File: src/rtl/qar_irq_pkg.sv
// qar_irq_pkg: register offsets, FSM state encodings and ID width shared by the interrupt controller
package qar_irq_pkg;
  localparam int ID_W = 5;
  localparam logic [2:0] OFF_PENDING = 3'd0;
  localparam logic [2:0] OFF_ENABLE  = 3'd1;
  localparam logic [2:0] OFF_EDGE    = 3'd2;
  localparam logic [2:0] OFF_CLAIM   = 3'd3;
  localparam logic [2:0] OFF_STATUS  = 3'd4;
  typedef enum logic [1:0] {IDLE = 2'd0, REQ = 2'd1, SERVICE = 2'd2} state_t;
endpackage

File: src/rtl/qar_irq_if.sv
// qar_irq_if: single-cycle register bus between a bus master and the interrupt controller
interface qar_irq_if;
  logic        valid;
  logic        we;
  logic        ready;
  logic [31:0] addr;
  logic [31:0] wdata;
  logic [31:0] rdata;
  modport master (output valid, we, addr, wdata, input ready, rdata);
  modport slave (input valid, we, addr, wdata, output ready, rdata);
endinterface

File: src/rtl/qar_irq_prio.sv
// qar_irq_prio: combinational lowest-index priority encoder, bit i reported as ID i+1
module qar_irq_prio
  import qar_irq_pkg::*;
#(
  parameter int N = 8
) (
  input  logic [N-1:0]    req,
  output logic            valid,
  output logic [ID_W-1:0] id
);
  // scan downward so the lowest set index is the last assignment and wins
  always_comb begin
    id = '0;
    for (int i = N - 1; i >= 0; i--) id = req[i] ? ID_W'(i + 1) : id;
  end
  assign valid = |req;
endmodule

File: src/rtl/qar_irq_ctrl.sv
// qar_irq_ctrl: edge/level interrupt controller with claim/complete handshake; QAR_IRQ_SYNC_EN adds a two-flop input synchronizer
module qar_irq_ctrl
  import qar_irq_pkg::*;
#(
  parameter int NUM_SRC = 8
) (
  input  logic               clk,
  input  logic               rst,
  input  logic [NUM_SRC-1:0] irq_src,
  output logic               irq_external,
  input  logic               irq_external_ack,
  qar_irq_if.slave           bus
);
  state_t state, state_n;
  logic [NUM_SRC-1:0] src_s, hist, pend, en, edge_cfg, excl, elig, w1c, clr;
  logic [ID_W-1:0] claim_id, win_id;
  logic win_valid, ack_q, take, done, wr;
  logic [2:0] off;
  logic unused_addr;
  assign off = bus.addr[4:2];
  assign unused_addr = ^{bus.addr[31:5], bus.addr[1:0]};
  assign wr = bus.valid & bus.we;
  assign bus.ready = bus.valid;
`ifdef QAR_IRQ_SYNC_EN
  logic [NUM_SRC-1:0] sync1, sync2;
  // two-flop synchronizer for asynchronous source lines
  always_ff @(posedge clk or posedge rst)
    if (rst) begin
      sync1 <= '0;
      sync2 <= '0;
    end else begin
      sync1 <= irq_src;
      sync2 <= sync1;
    end
  assign src_s = sync2;
`else
  assign src_s = irq_src;
`endif
  // the claimed source stays out of arbitration until it is completed
  assign excl = state == SERVICE ? NUM_SRC'(1) << (claim_id - 1'b1) : '0;
  assign clr = take ? NUM_SRC'(1) << (win_id - 1'b1) : '0;
  assign w1c = (wr && off == OFF_PENDING) ? bus.wdata[NUM_SRC-1:0] : '0;
  assign elig = pend & en & ~excl;
  qar_irq_prio #(.N(NUM_SRC)) u_prio (.req(elig), .valid(win_valid), .id(win_id));
  // next-state: claim on ack rising edge, withdraw when nothing is eligible, complete on matching CLAIM write
  always_comb begin
    state_n = state;
    take = 1'b0;
    done = state == SERVICE && wr && off == OFF_CLAIM && bus.wdata == 32'(claim_id);
    if (state == IDLE && win_valid) state_n = REQ;
    if (state == REQ && !win_valid) state_n = IDLE;
    if (state == REQ && win_valid && irq_external_ack && !ack_q) begin
      take = 1'b1;
      state_n = SERVICE;
    end
    if (done) state_n = IDLE;
  end
  // state, registered request line, ack history and claimed ID
  always_ff @(posedge clk or posedge rst)
    if (rst) begin
      state <= IDLE;
      irq_external <= 1'b0;
      ack_q <= 1'b0;
      claim_id <= '0;
    end else begin
      state <= state_n;
      irq_external <= state_n == REQ;
      ack_q <= irq_external_ack;
      claim_id <= take ? win_id : done ? '0 : claim_id;
    end
  // pending latch (edge set beats any clear), config registers and edge history
  always_ff @(posedge clk or posedge rst)
    if (rst) begin
      hist <= '0;
      pend <= '0;
      en <= '0;
      edge_cfg <= '0;
    end else begin
      hist <= src_s;
      pend <= (edge_cfg & ((pend & ~w1c & ~clr) | (src_s & ~hist))) | (~edge_cfg & src_s);
      en <= (wr && off == OFF_ENABLE) ? bus.wdata[NUM_SRC-1:0] : en;
      edge_cfg <= (wr && off == OFF_EDGE) ? bus.wdata[NUM_SRC-1:0] : edge_cfg;
    end
  assign bus.rdata = off == OFF_PENDING ? 32'(pend) :
                     off == OFF_ENABLE  ? 32'(en) :
                     off == OFF_EDGE    ? 32'(edge_cfg) :
                     off == OFF_CLAIM   ? 32'(claim_id) :
                     off == OFF_STATUS  ? {19'b0, claim_id, 6'b0, state} : '0;
endmodule

File: src/flat_wrapper.sv
// flat-port wrapper written by rule: the top's interface ports become plain ports
module qar_irq_ctrl_flat import qar_irq_pkg::*;
#(
  parameter int NUM_SRC = 8
)
  (clk, rst, irq_src, irq_external, irq_external_ack, bus_valid, bus_we, bus_addr, bus_wdata, bus_ready, bus_rdata);
  qar_irq_if bus_i ();
  input  logic clk;
  input  logic rst;
  input  logic [NUM_SRC-1:0] irq_src;
  output logic irq_external;
  input  logic irq_external_ack;
  input wire logic [$bits(bus_i.valid)-1:0] bus_valid;
  input wire logic [$bits(bus_i.we)-1:0] bus_we;
  input wire logic [$bits(bus_i.addr)-1:0] bus_addr;
  input wire logic [$bits(bus_i.wdata)-1:0] bus_wdata;
  output wire logic [$bits(bus_i.ready)-1:0] bus_ready;
  output wire logic [$bits(bus_i.rdata)-1:0] bus_rdata;
  assign bus_i.valid = bus_valid;
  assign bus_i.we = bus_we;
  assign bus_i.addr = bus_addr;
  assign bus_i.wdata = bus_wdata;
  assign bus_ready = bus_i.ready;
  assign bus_rdata = bus_i.rdata;
  qar_irq_ctrl #(.NUM_SRC(NUM_SRC)) u_core (.clk(clk), .rst(rst), .irq_src(irq_src), .irq_external(irq_external), .irq_external_ack(irq_external_ack), .bus(bus_i));
endmodule
File: config.mk
export PLATFORM = sky130hd
export DESIGN_NAME = qar_irq_ctrl_flat
export DESIGN_NICKNAME = d
export VERILOG_FILES = /design/src/rtl/qar_irq_pkg.sv /design/src/rtl/qar_irq_if.sv /design/src/rtl/qar_irq_prio.sv /design/src/rtl/qar_irq_ctrl.sv /design/src/flat_wrapper.sv
export SDC_FILE = /design/constraint.sdc
export NUM_CORES = 1
export LEC_CHECK = 0
export CAP_MARGIN = 20
export CELL_PAD_IN_SITES_DETAIL_PLACEMENT = 1
export CELL_PAD_IN_SITES_GLOBAL_PLACEMENT = 2
export CORE_MARGIN = 10
export CORE_UTILIZATION = 26
export CTS_CLUSTER_DIAMETER = 80
export CTS_CLUSTER_SIZE = 14
export DETAILED_ROUTE_END_ITERATION = 8
export PLACE_DENSITY_LB_ADDON = 0.1
export SETUP_SLACK_MARGIN = 0.2
export SYNTH_ARGS = -nofsm -noshare
export SYNTH_HDL_FRONTEND = slang
export SYNTH_SLANG_ARGS = --single-unit
export TNS_END_PERCENT = 100
File: constraint.sdc
create_clock -name clk -period 7.7 [get_ports clk]
set_clock_uncertainty 0.05 [all_clocks]
set_input_delay 1.54 -clock clk [delete_from_list [all_inputs] [get_ports clk]]
set_output_delay 1.54 -clock clk [all_outputs]
set_load 0.05 [all_outputs]
==> metrics.md, run 1 <==
| Metric | Value |
|---|---|
| Post-synth EDFFs | 0 |
| Buffers inserted by post-CTS timing repair | 0 |
| Final cell count without fillers | 480 |
| Xor-xnor portion of the synthesized cell area | under 10% |
| Clock Root Buffer | clkbuf_8 |
| # setup viols final | 0 |
| Routability cong. | approximately 0.73 |
| Slew @ Worst Pin | around 910 ps |
| Post-Synth Simple-Gate Area | between 20% and 30% |
| Min-Delay Path Class | flop to flop |
| Synth Register Bits | 40 |
| Drt first pass iters | 4 |
| Cell-internal power | 529 uW |
| Syn Area/Cell | about 9 um2 |
| Total wire length | about 8900 um |
| Initial drt markers | 67 |
| Sw Pwr | slightly above 400 uW |
| DIE AREA | between 10000 and 15000 um2 |
| Total power | 941 uW |
| Setup TNS | 0 ps |
| GR Util All Layers | about an eighth |
| Final Net Count | roughly 430 |
| Sequential area share after synthesis | 38.7% |
| Hold Path Stages | 3 |
| Skew-Pair Late Insertion Delay | 300 ps |
| Worst EP required | just over 6000 ps |
| CTS tree | done |
| Fin. max-slew vios | 0 |
| RSZ-0062 raised after global routing | no |
| Die height | around 120 um |
| Rows | 36 |
| Critical path buffers and inverters | 2 |
| Mux contribution to synthesized area | between 10% and 20% |
| Clock power frac | about a fifth |
| Final core occ | about 35% |
| Leakage | approximately 1.4 nW |
| Vias after detailed routing | roughly 2.3k |
| # diodes | 0 |
| MaxCap Viol Count | 0 |
| Initial antenna violation count | 0 |
| Most Frequent Cell on Critical Path | clkdlybuf4s50_1 |
| Combinational family with the most area after synthesis | simple AND/OR/NAND/NOR gates |
| Reg2reg path depth | 13 |
| Io pins | roughly 110 |
| Adder-Cell Fraction of Synth Area | less than 1% |
| Hold_ws | approximately 450 ps |
| Maximum number of pins on one net before global-route repair | 41 |
| FMAX | roughly 0.18 GHz |
| Crit path depth | 6 |
| H-tree Lvls | 2 |
| CTS buffer count | 5 |
| Status | finished clean |
| Initial core utilization | a little over a quarter |
| Number of clock sinks | 40 |
| Slowest cell on crit path | clkdlybuf4s50_1 |
| Global-route wire length before repair | between 10000 and 15000 um |
| CP Cell Sequence | clkdlybuf4s50_1 > nor2b_1 > a22oi_1 > o22ai_1 > a22o_1 > clkdlybuf4s50_1 |
| Synthesized area | approximately 2600 um2 |
| Crit path DAT | around 4100 ps |
| DRC viols | 0 |
| Vias in the first global route | roughly 2.5k |
| Reg power frac | between 30% and 40% |
| Critical path class | input pin to output port |
| PortBufs | 61 |
| Fraction of registers with async set/reset | 100% |
| Max clock buf depth | 2 |
| Combinational fraction of design power | between 40% and 50% |
| Share of layout cells above drive strength 1 | 9.51% |
| Worst path max stage delay | 900 ps |
| Synth Area in Compound Gates | about an eighth |
| Yosys warnings | 0 |
| Final Cycle Share | approximately three quarters |
| Post-synthesis cell type count | 48 |
| Final hold violation count | 0 |
| Die width | 120 um |
| GRT Residual Overflow | 0 |
| Antenna viol nets, final | 0 |
| Core area | approximately 9700 um2 |
| Min Tclk post-route | between 5000 and 6000 ps |
| CTS resizes | 0 |
| Hold_buf cts | 0 |
| Max VDD drop | between 0.08 and 0.09 mV |
| Delay-heaviest family, CP | buffers and inverters |
| Hpwl dp | approximately 7000 um |
| Worst setup EP type | output port |
| Pwr/cell area | around 280 nW/um2 |
| Synth Flop Type | dfrtp_1 |
| Clk pin slew, worst setup/hold paths | 90 ps |
| Post-synthesis cell count | 288 |
| Max Fanout on Critical Path | 15 |
| Switching fraction of total power | 43.8% |
| Layout area overhead | 30.3% |
| Slew headroom | 39.3% |
| CP Launch Type | input pin |
| Placed cells | 472 |
| Post-DR vias/cell | 4.77 |
| Routed len/inst | 18.5 um |
==> cells in the final DEF, fill, tap and decap left out, drive strengths merged, types with 5 or more instances in the layout <==
cell type       n
clkdlybuf4s50  61
nand2          48
dfrtp          40
conb           20
mux2           17
nor2           16
a21oi          14
nor4           13
o21ai          11
nor2b           9
and2            9
mux2i           8
nand3           7
nor3            6
clkbuf          6
xor2            5
inv             5
==> flip-flops by register name, summed over array words and instances, names as in the netlist <==
name	flops
u_core.hist	8
u_core.edge_cfg	8
u_core.state	2
u_core.ack_q	1
u_core.pend	8
u_core.irq_external	1
u_core.en	8
u_core.claim_id	4
==> logic make-up (layout without fill, tap and decap cells) <==
family / count (synthesis) / after routing
AND/OR/NAND/NOR: 126 / 126
flip-flops: 40 / 40
adder cells (fa/ha/maj): 2 / 2
buffers and inverters: 37 / 77
AO/OA/AOI/OAI: 50 / 50
multiplexers: 27 / 27
XOR/XNOR: 5 / 5
other: 1 / 20
==> path summary, 6_finish.rpt <==
| path | start | endpoint | slack [ps] |
|---|---|---|---|
| min in group asynchronous | rst | u_core.state[1]$_DFF_PP0_ | 1610 |
| setup reg to reg | u_core.claim_id[0]$_DFFE_PP0P_ | u_core.pend[1]$_DFF_PP0_ | 3540 |
| hold reg to reg | u_core.hist[0]$_DFF_PP0_ | u_core.pend[0]$_DFF_PP0_ | 450 |
| setup / recovery | bus_addr[3] | bus_rdata[0] | 2010 |
| hold / removal | u_core.hist[0]$_DFF_PP0_ | u_core.pend[0]$_DFF_PP0_ | 450 |
| max in group asynchronous | rst | u_core.hist[6]$_DFF_PP0_ | 5600 |
==> per-layer routing <==
metal	share of wire (%)	GRT usage (%)
met1	52	17.6
met2	44	19.4
met3	3.8	2.63
met4	0.98	3.09
met5	0	0
==> area by class of cell <==
cell class	count	area [um2]
clock buffers	6	82.6
clock inverters	2	38.8
fillers	1157	6360
inverters	6	22.5
multi-input cells	230	1430
flip-flops and latches	40	1000
well taps	133	166
repair buffers	63	626
==> Yosys cell counts (all sizes together) (7+ instances only) <==
library cell	number	area share, %
o21ai	11	2.1
buf	26	7.2
mux2	17	7.4
nor2b	9	2.2
nand2	48	7.0
nand3	7	1.4
nor2	16	2.3
nor4	13	3.1
dfrtp	40	39
mux2i	8	3.1
and2	9	2.2
a21oi	14	2.7
==> worst register-to-register path, stage by stage (launching register included) <==
cell	delay, ps
dfrtp_1	640
inv_1	100
ha_1	260
xor2_1	260
or4b_1	480
a221oi_1	610
o21ai_0	190
nand2_1	150
ha_1	210
nand2_1	80
a2111oi_2	340
nor3_1	160
or3_1	340
a22o_1	200
==> power by group through the flow <==
stage / Combinational, mW / Clock, mW / Sequential [mW]
6_report: 0.424 / 0.193 / 0.325
5_1_grt: 0.471 / 0.208 / 0.335
4_1_cts: 0.429 / 0.197 / 0.325
3_5_place_dp: 0.427 / 0 / 0.329
3_3_place_gp: 0.424 / 0 / 0.328
2_1_floorplan: 0.330 / 0 / 0.296
==> stage by stage <==
step	worst slack, ps	cell area, um2
final	2010	3370
after global routing	1840	3370
after CTS	1970	3370
after detailed placement	1980	3250
after global placement	1960	3250
after floorplan	2630	2660
Note: power is estimated with default switching activity, not from simulation.
==> inputs of run 2 (changes only) <==
--- a/config.mk
+++ b/config.mk
@@ -9,7 +9,7 @@
 export CELL_PAD_IN_SITES_DETAIL_PLACEMENT = 1
 export CELL_PAD_IN_SITES_GLOBAL_PLACEMENT = 2
 export CORE_MARGIN = 10
-export CORE_UTILIZATION = 26
+export CORE_UTILIZATION = 24
 export CTS_CLUSTER_DIAMETER = 80
 export CTS_CLUSTER_SIZE = 14
 export DETAILED_ROUTE_END_ITERATION = 8
==> constraint.sdc (replaced) <==
create_clock -name clk -period 6 [get_ports clk]
set_clock_uncertainty 0.05 [all_clocks]
set_input_delay 1.2 -clock clk [delete_from_list [all_inputs] [get_ports clk]]
set_output_delay 1.2 -clock clk [all_outputs]
set_load 0.05 [all_outputs]
==> run 2 against run 1 <==
  * Clock power rose by 25%
  * Count of clock-buffer cells in the layout stayed put
  * Global-route usage is 0.65 points lower
  * Largest cell class unchanged
  * Largest power group unchanged
==> metrics.md, run 2 (synthesized netlist as in run 1, its figures left out) <==
| Metric | Value |
|---|---|
| Status | finished clean |
| Setup TNS | 0 ps (unchanged) |
| Worst EP required | 4750 ps (-1360 ps) |
| Total power | 1.20 mW (+28%) |
| Pwr/cell area | 356 nW/um2 (+27%) |
| GR Util All Layers | 12.0% (-0.65 points) |
| CTS buffer count | 5 (unchanged) |
| Layout area overhead | 30.8% |
| H-tree Lvls | 2 (unchanged) |
| Max Fanout on Critical Path | 17 (+2) |
| Reg2reg path depth | 14 (+1) |
| Reg-to-Reg End | u_core.pend[1]$_DFF_PP0_ |
| MaxCap Viol Count | 0 (unchanged) |
| Rows | 37 (+2.8%) |
| R2R setup slack | 1810 ps (-1730 ps) |
| Hold_buf cts | 0 (unchanged) |
| Global-route wire length before repair | 14100 um (-2.5%) |
| Io pins | 111 (unchanged) |
| Total wire length | 9010 um (+1.7%) |
| Initial antenna violation count | 0 (unchanged) |
| Hpwl dp | 7090 um (+0.61%) |
| Share of layout cells above drive strength 1 | 9.77% (+0.26 points) |
| Die width | 124 um (+3.4%) |
| Vias in the first global route | 2432 (-2.7%) |
| Routed len/inst | 18.6 um (+0.83%) |
| Met3 usage | 2.22% (-0.41 points) |
| Slew headroom | 37.8% (-1.5 points) |
| Vias after detailed routing | 2281 (-0.44%) |
| Max VDD drop | 0.110 mV (+24%) |
| Crit path DAT | 3760 ps (-340 ps) |
| Most Used Layer, Global Route | met2 |
| Die height | 124 um (+3.4%) |
| Final Net Count | 426 (+0.24%) |
| Initial core utilization | 24.8% (-1.8 points) |
| CTS tree | done |
| Commonest non-fill, non-tap cell in the layout | clkdlybuf4s50_1 |
| Hold path start | u_core.hist[0]$_DFF_PP0_ |
| DIE AREA | 15300 um2 (+6.9%) |
| Final Cycle Share | a little over four fifths |
| Max clock buf depth | 2 (unchanged) |
| # setup viols final | 0 (unchanged) |
| Clock Root Buffer | clkbuf_8 |
| Initial drt markers | 75 (+12%) |
| Worst r2r src | u_core.claim_id[0]$_DFFE_PP0P_ |
| Hold Path Stages | 3 (unchanged) |
| GRT met2 Usage | 18.5% (-0.85 points) |
| Commonest cells after routing, fill and taps aside | 61 x clkdlybuf4s50_1, 48 x nand2_1, 40 x dfrtp_1 |
| Antenna viol nets, final | 0 (unchanged) |
| Final instance area | 3380 um2 (+0.33%) |
| Min Tclk post-route | about 5000 ps |
| FMAX | roughly 0.2 GHz |
| Post-DR vias/cell | 4.71 (-1.3%) |
| Final hold violation count | 0 (unchanged) |
| GRT Residual Overflow | 0 (unchanged) |
| Fin. max-slew vios | 0 (unchanged) |
| DRC viols | 0 (unchanged) |
| Leakage | 1.38 nW (+0.35%) |
| Min-Delay Endpoint | u_core.pend[0]$_DFF_PP0_ |
| Clk pin slew, worst setup/hold paths | 90 ps (about the same) |
| CTS resizes | 0 (unchanged) |
| Maximum number of pins on one net before global-route repair | 41 (unchanged) |
| Drt first pass iters | 6 (+2) |
| Worst setup EP type | output port |
| PortBufs | 61 (unchanged) |
| Critical path class | input pin to output port |
| GR Layer Usage met1 | 16.4% (-1.2 points) |
| Buffers inserted by post-CTS timing repair | 0 (unchanged) |
| # diodes | 0 (unchanged) |
| Min-Delay Path Class | flop to flop |
| RSZ-0062 raised after global routing | no |
| Core area | 10400 um2 (+7.1%) |
| Cell Area, Placed | 3260 um2 (+0.35%) |
| Routability cong. | 0.766 (+5.4%) |
| CP Launch Type | input pin |
| Slew @ Worst Pin | 929 ps (+22.7 ps) |
| Skew-Pair Late Insertion Delay | 300 ps (about the same) |
| Number of clock sinks | 40 (unchanged) |
-- run 2: changes by cell type in the layout (fill, tap and decap cells not counted), sizes merged --
cell  delta
buf      +1
-- run 2: worst max-delay path by stage --
stage	startpoint	end	cells after the start
final	bus_addr[2]	bus_rdata[0]	6
after global routing	bus_addr[2]	bus_rdata[0]	6
after CTS	bus_addr[2]	bus_rdata[0]	6
after detailed placement	bus_addr[2]	bus_rdata[0]	6
after global placement	bus_addr[2]	bus_rdata[0]	6
after floorplan	bus_addr[2]	bus_rdata[1]	6
-- run 2: where the power goes --
part	internal, mW	total [mW]	switching, mW
combinational	0.215	0.548	0.333
clock	0.136	0.241	0.105
sequential	0.328	0.413	0.0851
total	0.680	1.20	0.523
-- run 2: stage by stage --
| stage | hold WS [ps] | setup WS [ps] | instances | utilization [%] |
|---|---|---|---|---|
| detailed placement | 458 | 915 | 476 | 31.3 |
| global placement | 438 | 933 | 476 | 31.3 |
| floorplan | 424 | 1610 | 307 | - |
| global route | 514 | 752 | 484 | 32.5 |
| finish | 467 | 989 | 484 | 32.5 |
| CTS | 479 | 902 | 484 | 32.5 |
-- run 2: cell type report --
class	instances	area, um2
Tap cell	136	170
Fill cell	1233	7030
Clock buffer	6	82.6
Multi-Input combinational cell	230	1430
Sequential cell	40	1000
Inverter	6	22.5
Timing Repair Buffer	64	633
Clock inverter	2	38.8
-- run 2: layer usage --
layer	share of wire, %	vias to the layer above
li1	-	1114
met1	48	1094
met2	44	64
met3	5.7	9
met4	1.5	0
met5	0	-
-- run 2: worst max-delay path, cell delays in order --
cell and delay [ps]:
clkdlybuf4s50_1 810, nor2b_1 450, a22oi_1 120, o22ai_1 180, a22o_1 180, clkdlybuf4s50_1 820
